[src/rtl/rx_serial_aligner.sv]
// rtl/rx_serial_aligner.sv - serial lane byte aligner: COM hunt, lock count, data byte extraction
// Fill symbols (COM/IDL) are dropped once active; every other byte strobes valid_out for one cycle.
module rx_serial_aligner #(
  parameter logic [7:0] COM        = 8'hBC,
  parameter logic [7:0] IDL        = 8'h7C,
  parameter int         SYNC_COUNT = 4
) (
  input  logic       clk_32f,
  input  logic       reset,
  input  logic       data_in,
  output logic [7:0] data_out,
  output logic       valid_out,
  output logic       active,
  output logic       byte_boundary
);

  typedef enum logic [1:0] {HUNT, LOCK, ACTIVE} state_t;

  localparam logic [3:0] SYNC_TARGET = 4'(SYNC_COUNT);

  state_t     state, state_nxt;
  logic [7:0] sr;
  logic [7:0] cand;
  logic [2:0] bit_cnt, bit_cnt_nxt;
  logic [3:0] com_cnt, com_cnt_nxt;
  logic [7:0] data_nxt;
  logic       valid_nxt;
  logic       boundary_nxt;
  logic       at_boundary;

  // cand is the byte completed by the bit sampled at this edge
  assign cand        = {sr[6:0], data_in};
  assign at_boundary = (bit_cnt == 3'd7);

  always_comb begin
    state_nxt    = state;
    bit_cnt_nxt  = bit_cnt + 3'd1;
    com_cnt_nxt  = com_cnt;
    data_nxt     = data_out;
    valid_nxt    = 1'b0;
    boundary_nxt = 1'b0;
    case (state)
      HUNT: begin
        // bit_cnt stays at 0 so the first bit after a found COM is bit 0
        bit_cnt_nxt = 3'd0;
        if (cand == COM) begin
          com_cnt_nxt = 4'd1;
          state_nxt   = (SYNC_TARGET == 4'd1) ? ACTIVE : LOCK;
        end
      end
      LOCK: begin
        if (at_boundary) begin
          boundary_nxt = 1'b1;
          if (cand == COM) begin
            com_cnt_nxt = com_cnt + 4'd1;
            if (com_cnt + 4'd1 == SYNC_TARGET) state_nxt = ACTIVE;
          end else begin
            com_cnt_nxt = 4'd0;
            state_nxt   = HUNT;
          end
        end
      end
      ACTIVE: begin
        if (at_boundary) begin
          boundary_nxt = 1'b1;
          if (cand != COM && cand != IDL) begin
            data_nxt  = cand;
            valid_nxt = 1'b1;
          end
        end
      end
      default: begin
        state_nxt   = HUNT;
        bit_cnt_nxt = 3'd0;
        com_cnt_nxt = 4'd0;
      end
    endcase
  end

  always_ff @(posedge clk_32f) begin
    if (reset) begin
      state         <= HUNT;
      sr            <= 8'h00;
      bit_cnt       <= 3'd0;
      com_cnt       <= 4'd0;
      data_out      <= 8'h00;
      valid_out     <= 1'b0;
      active        <= 1'b0;
      byte_boundary <= 1'b0;
    end else begin
      state         <= state_nxt;
      sr            <= cand;
      bit_cnt       <= bit_cnt_nxt;
      com_cnt       <= com_cnt_nxt;
      data_out      <= data_nxt;
      valid_out     <= valid_nxt;
      active        <= (state_nxt == ACTIVE);
      byte_boundary <= boundary_nxt;
    end
  end

endmodule

[config.mk]
export PLATFORM = sky130hd
export DESIGN_NAME = rx_serial_aligner
export DESIGN_NICKNAME = d
export VERILOG_FILES = /design/src/rtl/rx_serial_aligner.sv
export SDC_FILE = /design/constraint.sdc
export NUM_CORES = 1
export LEC_CHECK = 0
export CORE_MARGIN = 2
export CORE_UTILIZATION = 50
export CTS_BUF_LIST = sky130_fd_sc_hd__clkbuf_2 sky130_fd_sc_hd__clkbuf_4 sky130_fd_sc_hd__clkbuf_8
export DETAILED_ROUTE_END_ITERATION = 12
export PLACE_DENSITY = 0.73
export SLEW_MARGIN = 0
export SYNTH_ARGS = -nofsm -noshare
export SYNTH_HDL_FRONTEND = slang
export SYNTH_SLANG_ARGS = --single-unit
[constraint.sdc]
create_clock -name clk_32f -period 2.3 [get_ports clk_32f]
set_input_delay 0.46 -clock clk_32f [delete_from_list [all_inputs] [get_ports clk_32f]]
set_output_delay 0.46 -clock clk_32f [all_outputs]
set_load 0.02 [all_outputs]
==> flow_summary.json <==
{
  "status": "complete, no violations",
  "numClockSinks": 27,
  "drtIter0Drc": 13,
  "end_kind": "flip-flop",
  "fp-row-count": 17,
  "synth_top_area_cell": "dfxtp_1",
  "h-tree-depth": 1,
  "antenna_found_initial": 0,
  "yosysWarnings": 0,
  "cts_resized": 0,
  "synth_top_cell_area_share_pct": 45.2,
  "finClkSkew_ns": 0.00471,
  "crit_arrival_ns": 2.09,
  "drt-total-wl_um": 2150,
  "min_period_over_period_pct": 81.3,
  "async_flop_share_pct": 0,
  "vias": 922,
  "seq_area_frac_synth_pct": 45.2,
  "dieHeight_um": 52.9,
  "clk_path_buf_depth": 2,
  "syn_to_final_growth_pct": 18.2,
  "grt_pass1_wl_um": 3860,
  "finalHoldViolCount": 0,
  "final_common_cell": "dfxtp_1",
  "grt.busiest_layer": "met2",
  "layout_setup_ws_ns": 0.431,
  "hold_buffers": 0,
  "required_ns": 2.52,
  "cts_tree": "built",
  "port_buffers": 13,
  "start_kind": "flip-flop",
  "rsz0062_at_grt": "no",
  "diodes": 0,
  "grt_use_met2_pct": 31.3,
  "p_total_uw": 692,
  "synthCells": 123,
  "syn_area_um2": 1190,
  "nFillCells": 193,
  "synth-edff-count": 0,
  "crit_type": "reg -> reg",
  "vdd_drop_max_mv": 0.553,
  "dp_slack_ns": 0.102,
  "drc": 0,
  "grt_start_max_net_pins": 16,
  "tightest_slew_ns": 0.587,
  "ys.flop_type": "dfxtp_1",
  "ys_ff_latch": 27,
  "finalSetupTns_ns": 0,
  "fp.dieW_um": 52.9,
  "die_area_um2": 2800,
  "finalSetupViolations": 0,
  "rr_worst_depth": 6,
  "leakagePower_uw": 0.000546,
  "hold_depth": 1,
  "drtPass1Iterations": 4,
  "mostFrequentLayoutCells": "dfxtp_1 (27), clkdlybuf4s50_1 (13), nor2_1 (12)",
  "relSlewSlack_pct": 59.8,
  "path_clk_slew_ns": 0.14,
  "start_util_pct": 53.5,
  "fin_nets": 154,
  "grt_pass1_vias": 902,
  "ant_nets": 0,
  "syn_avg_cell_area_um2": 9.71,
  "grt_usage_pct": 19.1,
  "cts_buffers": 3,
  "synth_area_leaders": "dfxtp_1 (45%), ha_1 (8.4%), mux2i_1 (5.9%), nor2b_1 (4.7%), nor2_1 (3.8%)",
  "grt_util_met3_pct": 3.67,
  "io_pins": 14,
  "power.density_nw_per_um2": 490,
  "clk_latency_ns": 0.32,
  "via_per_inst": 5.42,
  "drive_above_1_share_pct": 10.6,
  "grt_util_met1_pct": 24.6,
  "cts_root_buffer": "clkbuf_4",
  "place_congestion": 0.729,
  "crit_fanout": 6,
  "grt.overflow.total": 0,
  "drv_slew": 0,
  "syn-num-nets": 134,
  "fmax_mhz": 535,
  "period_minus_slack_ns": 1.87,
  "post_cts_buffers": 0,
  "synth.distinct_cells": 34,
  "hold_slack_ns": 0.440,
  "avgRoutedWirePerCell_um": 12.7,
  "maxCapViolCount": 0,
  "hold_path_class": "reg -> reg",
  "core_um2": 2230,
  "dp_hpwl_um": 1590
}
[final timing paths]
| kind | end | slack, ns | start |
|---|---|---|---|
| setup / recovery | state[0] | 0.43 | bit_cnt[0] |
| hold / removal | bit_cnt[0] | 0.44 | bit_cnt[0] |
| setup reg to reg | state[0] | 0.43 | bit_cnt[0] |
| hold reg to reg | bit_cnt[0] | 0.44 | bit_cnt[0] |
[per-layer routing]
layer | up-vias | share of wire, % | wire length [um]
met1 | 432 | 50 | 1090
met3 | 2 | 2.3 | 50
li1 | 475 | - | -
met2 | 13 | 46 | 991
met4 | 0 | 1.2 | 26
met5 | - | 0 | 0
[per-stage QoR]
stage	area, um^2	instances	utilization [%]
after floorplan	1190	123	-
after global placement	1390	166	62.0
after detailed placement	1390	166	62.0
after CTS	1410	170	63.2
after global routing	1410	170	63.2
final	1410	170	63.2
[where the power goes]
group | internal (uW) | switching [uW]
Clock | 65.0 | 136
Combinational | 8.00 | 9.95
Sequential | 471 | 2.70
Total | 544 | 148
[synthesized netlist by cell type, drive strengths merged, types with 2 or more instances]
| library cell | count |
|---|---|
| and3 | 4 |
| mux2i | 7 |
| clkbuf | 2 |
| ha | 8 |
| a21oi | 2 |
| nand3 | 4 |
| nor2b | 9 |
| dfxtp | 27 |
| and2 | 4 |
| inv | 7 |
| o21ai | 5 |
| or4 | 3 |
| a21o | 2 |
| a31oi | 4 |
| nor2 | 12 |
| nor3 | 3 |
| a211oi | 2 |
| nand2 | 6 |
[worst max-delay path, cell delays in order, from the launching register on]
cell       delay [ns]
dfxtp_1          0.36
ha_1             0.15
ha_1             0.26
nand2_1          0.10
a2111oi_0        0.46
o21ai_0          0.23
and3_1           0.21
[state kept, by name, indices dropped and copies added, names as in the netlist]
name	flops
valid_out	1
active	1
sr	7
state	2
bit_cnt	3
byte_boundary	1
com_cnt	4
data_out	8
[final cells by class]
type,instances,area (um^2),area share [%]
repair buffers,18,168,11.9
inverters,7,26.3,1.86
clock buffers,3,22.5,1.59
clock inverters,1,5.00,0.354
multi-input cells,86,616,43.6
flip-flops and latches,27,541,38.3
well taps,28,35.0,2.48
[cells by family (layout without fill, tap and decap cells)]
family / after synthesis / after routing / share of synthesized area [%]
AND/OR/NAND/NOR: 48 / 48 / 23.2
flip-flops: 27 / 27 / 45.2
AO/OA/AOI/OAI: 22 / 22 / 13.3
buffers and inverters: 10 / 29 / 3.25
adder cells (fa/ha/maj): 8 / 8 / 8.38
multiplexers: 7 / 7 / 5.86
XOR/XNOR: 1 / 1 / 0.733
Power figures use the tool's default switching activity.
